$ cat src/rtl/pe_tx_scheduler.sv
// PE transmit scheduler: arbitrates retransmission, request and normal traffic,
// builds the 32-bit packet and holds it on the router injection port until accepted.
module pe_tx_scheduler #(
    parameter logic [2:0] MY_ID    = 3'b000,
    parameter logic [2:0] TAR_ID   = 3'b001,
    parameter logic [7:0] SEND_GAP = 8'd4
) (
    input  logic         clk,
    input  logic         rst_n,
    input  logic         enable,
    input  logic         dbg_mode,
    input  logic [7:0]   data_miss_vec,
    input  logic [7:0]   long_time_vec,
    input  logic [127:0] diff_counter_bus,
    input  logic [127:0] retrans_counter_bus,
    input  logic         ready_p2r,
    output logic [31:0]  data_p2r,
    output logic         valid_p2r,
    output logic         request_out_flag,
    output logic         retrans_out_flag,
    output logic         hold_out_flag,
    output logic [2:0]   request_dst,
    output logic [2:0]   retrans_dst,
    output logic         task_send_finish_flag
);

    localparam int unsigned NUM_TARGETS = 8;
    localparam int unsigned SEQ_W       = 17;
    localparam logic [1:0]  TYPE_NORMAL  = 2'b01;
    localparam logic [1:0]  TYPE_REQUEST = 2'b10;
    localparam logic [1:0]  TYPE_RETRANS = 2'b11;

    typedef enum logic {IDLE, SEND} state_t;

    state_t             state_q, state_d;
    logic [7:0]         time_stamp;
    logic [2:0]         rt_ptr, rq_ptr;
    logic [SEQ_W-1:0]   seq_next;
    logic [SEQ_W-1:0]   last_seq;
    logic [7:0]         gap_cnt;
    logic [7:0]         rt_vec, rq_vec;
    logic [3:0]         rt_pick, rq_pick;
    logic               normal_ok, issue, accept;
    logic [1:0]         pick_type;
    logic [2:0]         pick_dst;
    logic [15:0]        pick_data;

    // Returns {hit, index} of the first set bit at or after ptr, wrapping mod 8.
    function automatic logic [3:0] rr_pick(input logic [7:0] vec, input logic [2:0] ptr);
        logic [2:0] idx;
        rr_pick = 4'd0;
        for (int k = NUM_TARGETS - 1; k >= 0; k--) begin
            idx = ptr + 3'(k);
            if (vec[idx]) rr_pick = {1'b1, idx};
        end
    endfunction

    always_comb begin
        rt_vec = 8'd0;
        for (int i = 0; i < NUM_TARGETS; i++) begin
            rt_vec[i] = |retrans_counter_bus[16*i +: 16];
        end
    end

    assign rq_vec    = data_miss_vec | long_time_vec;
    assign rt_pick   = rr_pick(rt_vec, rt_ptr);
    assign rq_pick   = rr_pick(rq_vec, rq_ptr);
    assign normal_ok = !task_send_finish_flag && (gap_cnt == 8'd0);
    assign last_seq  = dbg_mode ? SEQ_W'(255) : SEQ_W'(65535);
    assign hold_out_flag = valid_p2r && !ready_p2r;

    // Next state and winning candidate; priority retrans > request > normal.
    always_comb begin
        state_d   = state_q;
        issue     = 1'b0;
        accept    = 1'b0;
        pick_type = TYPE_NORMAL;
        pick_dst  = TAR_ID;
        pick_data = seq_next[15:0];
        if (rt_pick[3]) begin
            pick_type = TYPE_RETRANS;
            pick_dst  = rt_pick[2:0];
            pick_data = retrans_counter_bus[{rt_pick[2:0], 4'b0000} +: 16];
        end else if (rq_pick[3]) begin
            pick_type = TYPE_REQUEST;
            pick_dst  = rq_pick[2:0];
            pick_data = data_miss_vec[rq_pick[2:0]] ?
                        diff_counter_bus[{rq_pick[2:0], 4'b0000} +: 16] : 16'd0;
        end
        case (state_q)
            IDLE: begin
                if (enable && (rt_pick[3] || rq_pick[3] || normal_ok)) begin
                    issue   = 1'b1;
                    state_d = SEND;
                end
            end
            SEND: begin
                if (ready_p2r) begin
                    accept  = 1'b1;
                    state_d = IDLE;
                end
            end
            default: state_d = IDLE;
        endcase
    end

    always_ff @(posedge clk) begin
        if (!rst_n) begin
            state_q               <= IDLE;
            time_stamp            <= 8'd0;
            rt_ptr                <= 3'd0;
            rq_ptr                <= 3'd0;
            seq_next              <= '0;
            gap_cnt               <= 8'd0;
            data_p2r              <= 32'd0;
            valid_p2r             <= 1'b0;
            request_out_flag      <= 1'b0;
            retrans_out_flag      <= 1'b0;
            request_dst           <= 3'd0;
            retrans_dst           <= 3'd0;
            task_send_finish_flag <= 1'b0;
        end else begin
            state_q <= state_d;
            if (enable) time_stamp <= time_stamp + 8'd1;
            if (state_q == IDLE && enable && gap_cnt != 8'd0) gap_cnt <= gap_cnt - 8'd1;
            if (issue) begin
                data_p2r         <= {pick_data, time_stamp, pick_type, MY_ID, pick_dst};
                valid_p2r        <= 1'b1;
                request_out_flag <= (pick_type == TYPE_REQUEST);
                retrans_out_flag <= (pick_type == TYPE_RETRANS);
                request_dst      <= (pick_type == TYPE_REQUEST) ? pick_dst : 3'd0;
                retrans_dst      <= (pick_type == TYPE_RETRANS) ? pick_dst : 3'd0;
            end
            // Acceptance: release the port and advance the winning class.
            if (accept) begin
                valid_p2r        <= 1'b0;
                request_out_flag <= 1'b0;
                retrans_out_flag <= 1'b0;
                request_dst      <= 3'd0;
                retrans_dst      <= 3'd0;
                if (retrans_out_flag) rt_ptr <= retrans_dst + 3'd1;
                if (request_out_flag) rq_ptr <= request_dst + 3'd1;
                if (data_p2r[7:6] == TYPE_NORMAL) begin
                    seq_next <= seq_next + SEQ_W'(1);
                    gap_cnt  <= SEND_GAP;
                    if (seq_next == last_seq) task_send_finish_flag <= 1'b1;
                end
            end
        end
    end

endmodule

$ cat config.mk
export PLATFORM = sky130hd
export DESIGN_NAME = pe_tx_scheduler
export DESIGN_NICKNAME = d
export VERILOG_FILES = /design/src/rtl/pe_tx_scheduler.sv
export SDC_FILE = /design/constraint.sdc
export NUM_CORES = 1
export LEC_CHECK = 0
export ABC_AREA = 1
export CAP_MARGIN = 20
export CORE_MARGIN = 5
export CORE_UTILIZATION = 44
export CTS_BUF_LIST = sky130_fd_sc_hd__clkbuf_8
export DETAILED_ROUTE_END_ITERATION = 10
export HOLD_SLACK_MARGIN = 0.05
export PLACE_DENSITY = 0.83
export SYNTH_ARGS = -nofsm -noshare
export SYNTH_HDL_FRONTEND = slang
export SYNTH_SLANG_ARGS = --single-unit
$ cat constraint.sdc
create_clock -name clk -period 4.6 [get_ports clk]
set_input_delay 0.69 -clock clk [delete_from_list [all_inputs] [get_ports clk]]
set_output_delay 0.69 -clock clk [all_outputs]
set_load 0.1 [all_outputs]
# Yosys cells after proc, flatten, opt, wreduce, memory -nomap -nowiden
# Cells that the tools add are included.
# word_totals
ff_bits,79
elab_cells,151
# op_classes
addsub,19
magnitude_cmp,17
n_eq_ne,4
shift,2
mux,69
bitwise_logic,3
reduce_logical,24
# op_table
operator,n
128-bit by 8-bit variable part select with 16-bit output,2
16-bit OR reduction,8
"3-bit by 4-bit < comparator with 1-bit output, second input constant",17
16-bit 2-to-1 mux,4
4-bit 2-to-1 mux,16
1-bit binary-select mux with 3-bit select,17
"3-bit adder, second input constant",8
8-bit 2-to-1 mux,3
1-bit 2-to-1 mux,22
"17-bit by 1-bit adder with 17-bit output, second input constant",1
17-bit by 16-bit == test with 1-bit output,1
"3-bit by 1-bit adder with 3-bit output, second input constant",4
"3-bit by 2-bit adder with 3-bit output, second input constant",4
3-bit 2-to-1 mux,4
"8-bit by 1-bit adder with 8-bit output, second input constant",1
8-bit zero test,1
8-bit bitwise OR,1
8-bit nonzero test,1
"8-bit by 1-bit subtractor with 8-bit output, second input constant",1
2-bit AND reduction,3
1-bit logical AND,5
"2-bit == test, second input constant",2
2-bit 2-to-1 mux,2
3-bit AND reduction,1
other kinds (6),9

# Logic depth before layout (Yosys ltp)
# Gate-level depths: netlist (run 1).
# depth
word_depth,16
ltp_mapped,27
mapped_depth_nobuf,23

# Least setup slack after synthesis (run 1)
# No wires, ideal clock.
# synth_timing
path_kind,reg-to-output
start,register valid_p2r
end,output port hold_out_flag
t_arrival_ns,2.348
required_time_ns,3.910
setup_slack_ns,1.562
path_stages_with_launch,3
cell_sequence,dfxtp_1 inv_1 nor2_1
# synth_between
elab_chain_cells,1
# synth_rtl
item,line_no,rtl
start: declaration,18,"output logic valid_p2r,"
start signal: assignment,116,valid_p2r <= 1'b0;
start signal: assignment,128,valid_p2r <= 1'b1;
start signal: assignment,136,valid_p2r <= 1'b0;
1-bit logical AND,70,assign hold_out_flag = valid_p2r && !ready_p2r;
end: declaration,21,"output logic hold_out_flag,"
# Every way passes these cells.

# Worst setup path in the final report (run 1)
# layout_timing
start,register rt_ptr[1]
end,register data_p2r[1]
# layout_between
elab_chain_cells,16
word_cells_on_any_way,37
cone_classes,7 x add/sub; 27 x mux; 3 x reduce/logical
# layout_rtl
item,line_no,rtl
start: declaration,37,"logic [2:0] rt_ptr, rq_ptr;"
start signal: assignment,141,if (retrans_out_flag) rt_ptr <= retrans_dst + 3'd1;
3-bit adder,53,idx = ptr + 3'(k);
1-bit binary-select mux with 3-bit select,54,"if (vec[idx]) rr_pick = {1'b1, idx};"
1-bit 2-to-1 mux (implied by the code),54,
4-bit 2-to-1 mux (7 in a row),54,
4-bit 2-to-1 mux (*),54,
1-bit logical OR (2 in a row),92,if (enable && (rt_pick[3] || rq_pick[3] || normal_ok)) begin
1-bit logical AND,92,
1-bit 2-to-1 mux,92,
1-bit 2-to-1 mux,90,case (state_q)
end signal: assignment,127,"data_p2r <= {pick_data, time_stamp, pick_type, MY_ID, pick_dst};"
end: declaration,17,"output logic [31:0] data_p2r,"
# Mark *: on every way between the ends. The rest lies on a longest branch, timed or not. The select of a mux whose other input is x is not followed.
# A chain may end at the register's enable or synchronous reset.

==> results of run 1 <==
report_power, final:
group / leakage, uW / internal (uW) / switching (uW)
combinational: 0.00429 / 920 / 1860
sequential: 0.000645 / 811 / 89.2
clock: 0.000114 / 312 / 282
total: 0.00505 / 2040 / 2230
registers in the layout (all words and copies together) (netlist names):
signal and cells:
data_p2r 29, request_out_flag 1, request_dst 3, rq_ptr 3, task_send_finish_flag 1, retrans_out_flag 1
gap_cnt 8, retrans_dst 3, state_q 1, valid_p2r 1, seq_next 17, rt_ptr 3
time_stamp 8
cell type report:
cell class	instances	area [um^2]
tap	229	286.5
clock inverter	7	103.9
clock buffer	9	123.9
antenna	1	2.502
fill	1710	6538
inverter	154	578.1
multi-input combinational	1162	5443
timing repair buffer	335	3368
sequential	79	1582
kinds of logic (layout without fill, tap and decap cells):
| kind of cell | Yosys count | in the layout | share of synthesized area, % |
|---|---|---|---|
| AO/OA/AOI/OAI | 142 | 142 | 10.06 |
| XOR/XNOR | 11 | 11 | 1.195 |
| adder cells (fa/ha/maj) | 10 | 10 | 1.552 |
| buffers and inverters | 239 | 505 | 13.14 |
| flip-flops | 79 | 79 | 19.62 |
| other | 1 | 4 | 0.04651 |
| AND/OR/NAND/NOR | 996 | 996 | 54.39 |
synthesized netlist by cell type:
| master | instances | area [um^2] |
|---|---|---|
| nand3b_1 | 2 | 15.01 |
| a21oi_1 | 70 | 350.3 |
| nand2_1 | 389 | 1460 |
| ha_1 | 10 | 125.1 |
| o211ai_1 | 1 | 7.510 |
| clkinv_1 | 3 | 11.26 |
| o21bai_1 | 10 | 75.07 |
| clkbuf_1 | 14 | 52.55 |
| nand2_2 | 19 | 118.9 |
| a211oi_1 | 6 | 45.04 |
| buf_2 | 46 | 230.2 |
| a31oi_1 | 1 | 6.260 |
| nor4_1 | 4 | 25.02 |
| xnor2_1 | 3 | 26.28 |
| o21bai_2 | 7 | 78.83 |
| o21ai_2 | 2 | 17.52 |
| nand2_4 | 1 | 11.26 |
| conb_1 | 1 | 3.750 |
| nor2_1 | 159 | 596.8 |
| o32ai_1 | 1 | 8.760 |
| buf_6 | 9 | 101.4 |
| and2_1 | 1 | 6.260 |
| nand3_2 | 5 | 50.05 |
| nand3_1 | 395 | 1977 |
| o21ai_1 | 1 | 5.000 |
| inv_2 | 8 | 30.03 |
| nor3_1 | 12 | 60.06 |
| o22ai_1 | 1 | 6.260 |
| buf_4 | 10 | 75.07 |
| xor2_1 | 8 | 70.07 |
| nor3b_1 | 4 | 30.03 |
| dfxtp_1 | 79 | 1582 |
| inv_1 | 143 | 536.8 |
| nor3_2 | 1 | 10.01 |
| o21ai_0 | 42 | 210.2 |
| buf_1 | 6 | 22.52 |
| nand4_1 | 4 | 25.02 |
layer usage:
layer  GRT usage, %  vias to the layer above  part of all wire, %
li1               -                     5341                    -
met1          38.39                     4832                   42
met2          48.13                      466                   47
met3          6.633                       60                  8.5
met4          7.649                        0                  2.5
met5              0                        -                    0
worst max-delay path, stage by stage, from the launching register on:
cell and delay [ns]:
dfxtp_1 0.54, clkinv_1 0.32, ha_1 0.47, inv_1 0.23, nand3_1 0.10, nand2_1 0.12
nand2_1 0.08, nand2_1 0.12, nor3_1 0.07, nand3_1 0.10, nor3_2 0.05, nor2_1 0.79
inv_2 0.09, nand2_2 0.37, buf_4 0.27, nand2_1 0.11, a31oi_1 0.17
through the flow:
stage	instances	power (uW)	setup WS (ns)
floorplan	1480	2876	1.562
global placement	1959	3636	0.6313
detailed placement	1959	3663	0.5101
CTS	1975	4263	0.5668
global route	1976	4569	0.1581
finish	1976	4273	0.5173
path summary, 6_finish.rpt:
check        slack, ns        from          end  cells after the start
max reg2reg       0.52   rt_ptr[1]  data_p2r[1]                     16
max               0.52   rt_ptr[1]  data_p2r[1]                     16
min reg2reg       0.47  gap_cnt[0]   gap_cnt[0]                      2
min               0.47  gap_cnt[0]   gap_cnt[0]                      2
==> reports/metrics.cfg, run 1 <==
[clock_network]
clock-root-buffer=clkbuf_8
cts_resized=0
cts_setup_buffers=0
cts.htree.levels=3
ctsHoldBuffers=0
cts_buffers=9
clk_path_buf_depth=2
cts_sinks=79
path_clk_slew_ns=0.09
cts_tree=yes
clkLatencyLatePin_ns=0.37

[die]
die_height_um=145.4
core_area_mm2=0.01802
initial_core_util_pct=44.73
die_w_um=145.4
die_area_mm2=0.02113
pin_count=320
row_count=49

[place]
port_buffers=316
hpwl_um=25920
place_area_mm2=0.01126
gp_congestion=1.013

[synthesis]
avgSynthCellArea_um2=5.455
ys_seq_area_share_pct=19.62
yosysWarningCount=0
syn_area_mm2=0.008063
netlist-cell-type-count=37
ys_ff_latch=79
syn-instance-count=1478

[timing]
fin_crit_ns=4.083
setup-violations-final=0
slew-limit-headroom_pct=29.89
fmax_mhz=244.9
grt_setup_unrepaired=no
setup_tns_ns=0
final_hold_viol_count=0
fin_crit_sh_pct=88.76
clock-skew-final_ns=0.01149
fin_hold_ws_ns=0.4731
finalMaxSlewViolations=0
tightest_slew_ns=1.048

[pwr]
powerDensity_mw_per_mm2=372.0
p_leak_uw=0.005052
vdd_drop_max_uv=474.7

[worst_setup_path]
start_kind=flop
critical_path.max_fanout=23
critPathRequiredTime_ns=4.89
path_class=reg2reg
cp-end-kind=flop
crit_arrival_ns=4.37

[detailed_routing]
wl_per_cell_um=16.64
post-route-drc-count=0
viasPerCell=5.414
drt_iter0_drc=1038
routed_wl_um=32880
vias=10700
dr.pass1.iters=5
detail-route-antenna-nets=0

[final_layout]
utilization_pct=63.73
fin_nets=2028
drive_gt1_share_pct=4.696
final_common_cell=nand3_1
post-route-cell-area_mm2=0.01149
area_growth_pct=42.47
mostFrequentLayoutCells=394 x nand3_1, 387 x nand2_1, 316 x clkdlybuf4s50_1

[global_route]
grt_max_degree=69
grt_first_pass_wirelength_um=51580
grt_pass1_vias=9953
grt_util_all_layers_pct=29.12
gr-total-overflow=0
grt_antenna_before_repair=1

[outcome]
status=finished clean

[min_path]
min_path_type=reg2reg

[run]
maxCapViolCount=0

No activity file was read; power rests on OpenSTA's default activity.
==> inputs of run 2 (changes only) <==
SLEW_MARGIN = 30   (was unset)
==> run 2 against run 1 <==
Register-to-register slack gained 0.23 ns. Sequential cell count is the same. Combinational power is essentially flat. Non-clock buffer count is the same. Largest cell class unchanged. Critical path depth grew 6.
==> reports/metrics.cfg, run 2 (same netlist as run 1, synthesis figures left out) <==
[worst_setup_path]
cp_num_buf_inv=4
max_stage_delay_ns=0.58
path_class=reg2reg
crit-reg2reg-launch=rq_ptr[0]
path_cells=inv_2 -> ha_1 -> inv_1 -> nand2_1 -> nand3_1 -> nand2_1 -> nand2_1 -> nand2_1 -> nand2_1 -> nand2_1 -> nand2_1 -> nand2_1 -> nand2_2 -> buf_4 -> buf_4 -> nand3_1 -> nand3_1 -> nand3_1 -> nand3_1 -> o21bai_1 -> nor2_1 -> nor2_1
r2r_cells=22
cpMostUsedCell=nand2_1
r2r_end=data_p2r[29]
cpMaxStageDelayCell=dfxtp_1
start_kind=flop
cp-end-kind=flop
cp_top_family=simple AND/OR/NAND/NOR gates
reg2reg_setup_slack_ns=0.75
crit_arrival_ns=4.13
critical_path.max_fanout=43
critPathRequiredTime_ns=4.88

[timing]
slew-limit-headroom_pct=30.83
tightest_slew_ns=1.034
setup_ws_ns=0.7475
setup-violations-final=0
final_hold_viol_count=0
fin_crit_ns=3.853
fmax_mhz=259.6
grt_setup_unrepaired=no
clock-skew-final_ns=0.009482
setup_tns_ns=0
fin_crit_sh_pct=83.75
finalMaxSlewViolations=0

[detailed_routing]
viasPerCell=5.422
dr.pass1.iters=5
post-route-drc-count=0
wl_per_cell_um=16.66
routed_wl_um=32920
vias=10710
drt_iter0_drc=974
detail-route-antenna-nets=0

[outcome]
status=finished clean

[min_path]
hp-start=data_p2r[8]
hold_depth=2
min_path_type=reg2reg
hold_end=data_p2r[8]

[global_route]
grt_util_all_layers_pct=29.12
grt_first_pass_wirelength_um=51580
grt_pass1_vias=9953
gr-total-overflow=0
grt_antenna_before_repair=1
grt_max_degree=69

[clock_network]
cts_tree=yes
cts.htree.levels=3
clk_path_buf_depth=2
clock-root-buffer=clkbuf_8
cts_sinks=79
cts_buffers=9
clkLatencyLatePin_ns=0.37
path_clk_slew_ns=0.09
cts_resized=0
ctsHoldBuffers=0
cts_setup_buffers=0

[run]
maxCapViolCount=0

[place]
place_area_mm2=0.01126
hpwl_um=25920
dp_slack_ns=0.5101
port_buffers=316
gp_congestion=1.013

[final_layout]
area_growth_pct=42.44
regMostFlops=data_p2r
largest_reg_flops=29
fin_nets=2028
utilization_pct=63.72
reg_top3=data_p2r (29), seq_next (17)
mostFrequentLayoutCells=394 x nand3_1, 387 x nand2_1, 315 x clkdlybuf4s50_1
post-route-cell-area_mm2=0.01148
final_common_cell=nand3_1
drive_gt1_share_pct=4.811

[die]
core_area_mm2=0.01802
die_area_mm2=0.02113
initial_core_util_pct=44.73
die_w_um=145.4
row_count=49
pin_count=320
die_height_um=145.4

[pwr]
p_total_uw=4272
vdd_drop_max_uv=473.4
powerDensity_mw_per_mm2=372.0
p_leak_uw=0.005053

run 2: worst register-to-register path, delay by kind of cell, from the launching register on:
| kind | cells | cell delay (ns) |
|---|---|---|
| AND/OR/NAND/NOR | 16 | 1.47 |
| buffers and inverters | 4 | 1.10 |
| flip-flops | 1 | 0.58 |
| adder cells (fa/ha/maj) | 1 | 0.46 |
| AO/OA/AOI/OAI | 1 | 0.14 |
run 2: how the worst max path moves through the flow:
stage,start,end,slack [ns],cells after the start
final,rq_ptr[0],data_p2r[29],0.75,22
after global routing,rq_ptr[0],data_p2r[29],0.38,21
after CTS,rt_ptr[1],data_p2r[1],0.57,16
after detailed placement,retrans_counter_bus[32],data_p2r[1],0.51,19
after global placement,retrans_counter_bus[50],data_p2r[2],0.63,21
after floorplan,valid_p2r,hold_out_flag,1.56,2
run 2: per-stage QoR:
stage / hold slack, ns / instances
after detailed placement: 0.4544 / 1959
after CTS: 0.4712 / 1975
final: 0.4750 / 1976
after global placement: 0.4513 / 1959
after floorplan: 0.4227 / 1480
after global routing: 0.4873 / 1976
run 2: power breakdown:
part | total [uW] | internal (uW) | switching, uW
clock network | 595 | 312 | 283
registers | 900 | 811 | 89.7
logic | 2780 | 919 | 1860
run 2: layout make-up:
type	count	area [um^2]
well taps	229	286.5
flip-flops and latches	79	1582
diodes	1	2.502
clock inverters	7	103.9
repair buffers	335	3363
inverters	154	578.1
multi-input cells	1162	5445
clock buffers	9	123.9
fillers	1711	6540
run 2: per-layer routing:
layer / track usage (%) / vias up / share of wire [%]
li1: - / 5340 / -
met2: 48.13 / 506 / 46
met5: 0 / - / 0
met3: 6.633 / 62 / 9.1
met4: 7.649 / 0 / 2.6
met1: 38.39 / 4805 / 42
==> inputs of run 3 (changes only) <==
clock period = 3.7 ns   (was 4.6 ns; I/O delays follow)
==> run 3 against run 2 <==
Sequential share of layout area decreased by 0.18 points. Non-clock buffer count increased by 14. Highest routed layer unchanged. First-iteration DRC count decreased by 0.10%. Design area increased by 1.3%. Wire length increased by 2.9%. Sequential power increased by 24%. Clock skew increased by 0.0061 ns.
==> reports/metrics.cfg, run 3 (same netlist as run 1, synthesis figures left out) <==
[global_route]
grt_pass1_vias=9953
grt_max_degree=69
grt_util_all_layers_pct=30.14
grt_first_pass_wirelength_um=53160
gr-total-overflow=0
grt_antenna_before_repair=0

[timing]
final_hold_viol_count=0
tightest_slew_ns=1.031
finalMaxSlewViolations=0
fin_crit_ns=3.276
fin_crit_sh_pct=88.53
slew-limit-headroom_pct=31.03
setup-violations-final=0
fmax_mhz=305.3
clock-skew-final_ns=0.01557
setup_tns_ns=0
grt_setup_unrepaired=no

[detailed_routing]
post-route-drc-count=0
drt_iter0_drc=973
detail-route-antenna-nets=0
routed_wl_um=33870
vias=10900
wl_per_cell_um=17.04
viasPerCell=5.482
dr.pass1.iters=5

[worst_setup_path]
cp-end-kind=flop
crit-reg2reg-launch=rq_ptr[0]
cpMaxStageDelayCell=ha_1
path_cells=inv_2 -> ha_1 -> inv_1 -> nand2_1 -> nand3_1 -> nand2_1 -> nand2_1 -> nand2_1 -> nand2_1 -> nand2_1 -> nand2_1 -> nand2_1 -> nand2_2 -> nand2_4 -> nand2_1 -> nand3_1 -> nand2_1 -> nand2_1 -> nand2_2 -> o21bai_1 -> nor2_1 -> nor2_1
critical_path.max_fanout=20
max_stage_delay_ns=0.51
crit_start=rq_ptr[0]
start_kind=flop
critPathRequiredTime_ns=4.00
crit_arrival_ns=3.57
path_class=reg2reg
cpMostUsedCell=nand2_1

[min_path]
min_path_type=reg2reg
hp-start=time_stamp[7]

[clock_network]
cts.htree.levels=3
ctsHoldBuffers=0
cts_buffers=9
clock-root-buffer=clkbuf_8
clkLatencyLatePin_ns=0.37
clk_path_buf_depth=2
cts_resized=0
cts_sinks=79
path_clk_slew_ns=0.10
cts_setup_buffers=0
cts_tree=yes

[final_layout]
regMostFlops=data_p2r
fin_nets=2042
mostFrequentLayoutCells=394 x nand3_1, 387 x nand2_1, 314 x clkdlybuf4s50_1
post-route-cell-area_mm2=0.01164
reg_top3=data_p2r (29), seq_next (17)
drive_gt1_share_pct=5.514
largest_reg_flops=29
n_antenna_cell=0
fillers=1709
final_common_cell=nand3_1
area_growth_pct=44.32

[die]
pin_count=320
core_area_mm2=0.01802
die_height_um=145.4
initial_core_util_pct=44.73
die_area_mm2=0.02113
die_w_um=145.4
row_count=49

[place]
place_area_mm2=0.01145
hpwl_um=26980
port_buffers=316
gp_congestion=1.044

[pwr]
vdd_drop_max_uv=577.5
powerDensity_mw_per_mm2=459.0
p_leak_uw=0.005133
p_total_uw=5341

[outcome]
status=finished clean

[run]
maxCapViolCount=0

[run 3: cell count changes in the layout (fill, tap and decap cells not counted), sizes merged]
cell / change
clkbuf: -1
clkinv: -3
buf: +16
diode: -1
clkdlybuf4s50: -1
clkinvlp: +3
bufinv: -1
[run 3: worst max-delay path: cells and delay by family, from the launching register on]
| kind | cells | cell delay [ns] |
|---|---|---|
| buf+inv | 2 | 0.27 |
| compound gates | 1 | 0.33 |
| flops | 1 | 0.35 |
| fa+ha+maj | 1 | 0.51 |
| simple gates | 18 | 1.72 |
[run 3: layout make-up]
class	count	area (um^2)	share of cell area, %
clock buffer	9	123.9	1.065
tap	229	286.5	2.462
multi-input combinational	1162	5443	46.77
timing repair buffer	349	3553	30.54
inverter	154	578.1	4.968
clock inverter	6	70.07	0.6021
sequential	79	1582	13.59
[run 3: worst paths after layout]
kind | end | slack (ns) | depth (start not counted)
setup / recovery | data_p2r[17] | 0.42 | 22
hold / removal | time_stamp[7] | 0.46 | 1
setup reg to reg | data_p2r[17] | 0.42 | 22
hold reg to reg | time_stamp[7] | 0.46 | 1
[run 3: through the flow]
| step | worst slack (ns) | utilization (%) | hold WS, ns | cells |
|---|---|---|---|---|
| final | 0.4243 | 64.56 | 0.4625 | 1988 |
| after global routing | 0.08187 | 64.56 | 0.4969 | 1988 |
| after CTS | 0.4408 | 64.58 | 0.4583 | 1988 |
| after detailed placement | 0.1896 | 63.51 | 0.4453 | 1973 |
| after global placement | 0.1749 | 63.51 | 0.4401 | 1973 |
| after floorplan | 0.7970 | - | 0.4227 | 1480 |
[run 3: power breakdown]
part | internal, uW | switching [uW]
Clock | 313 | 341
Sequential | 1010 | 115
Combinational | 1220 | 2350
Total | 2540 | 2800
[run 3: routing by layer]
metal	up-vias	routed length, um	global-route usage (%)
met5	-	0	0
met4	0	794	6.716
met3	59	3154	6.415
met2	510	15540	48.78
met1	4950	14390	41.37
li1	5379	-	-
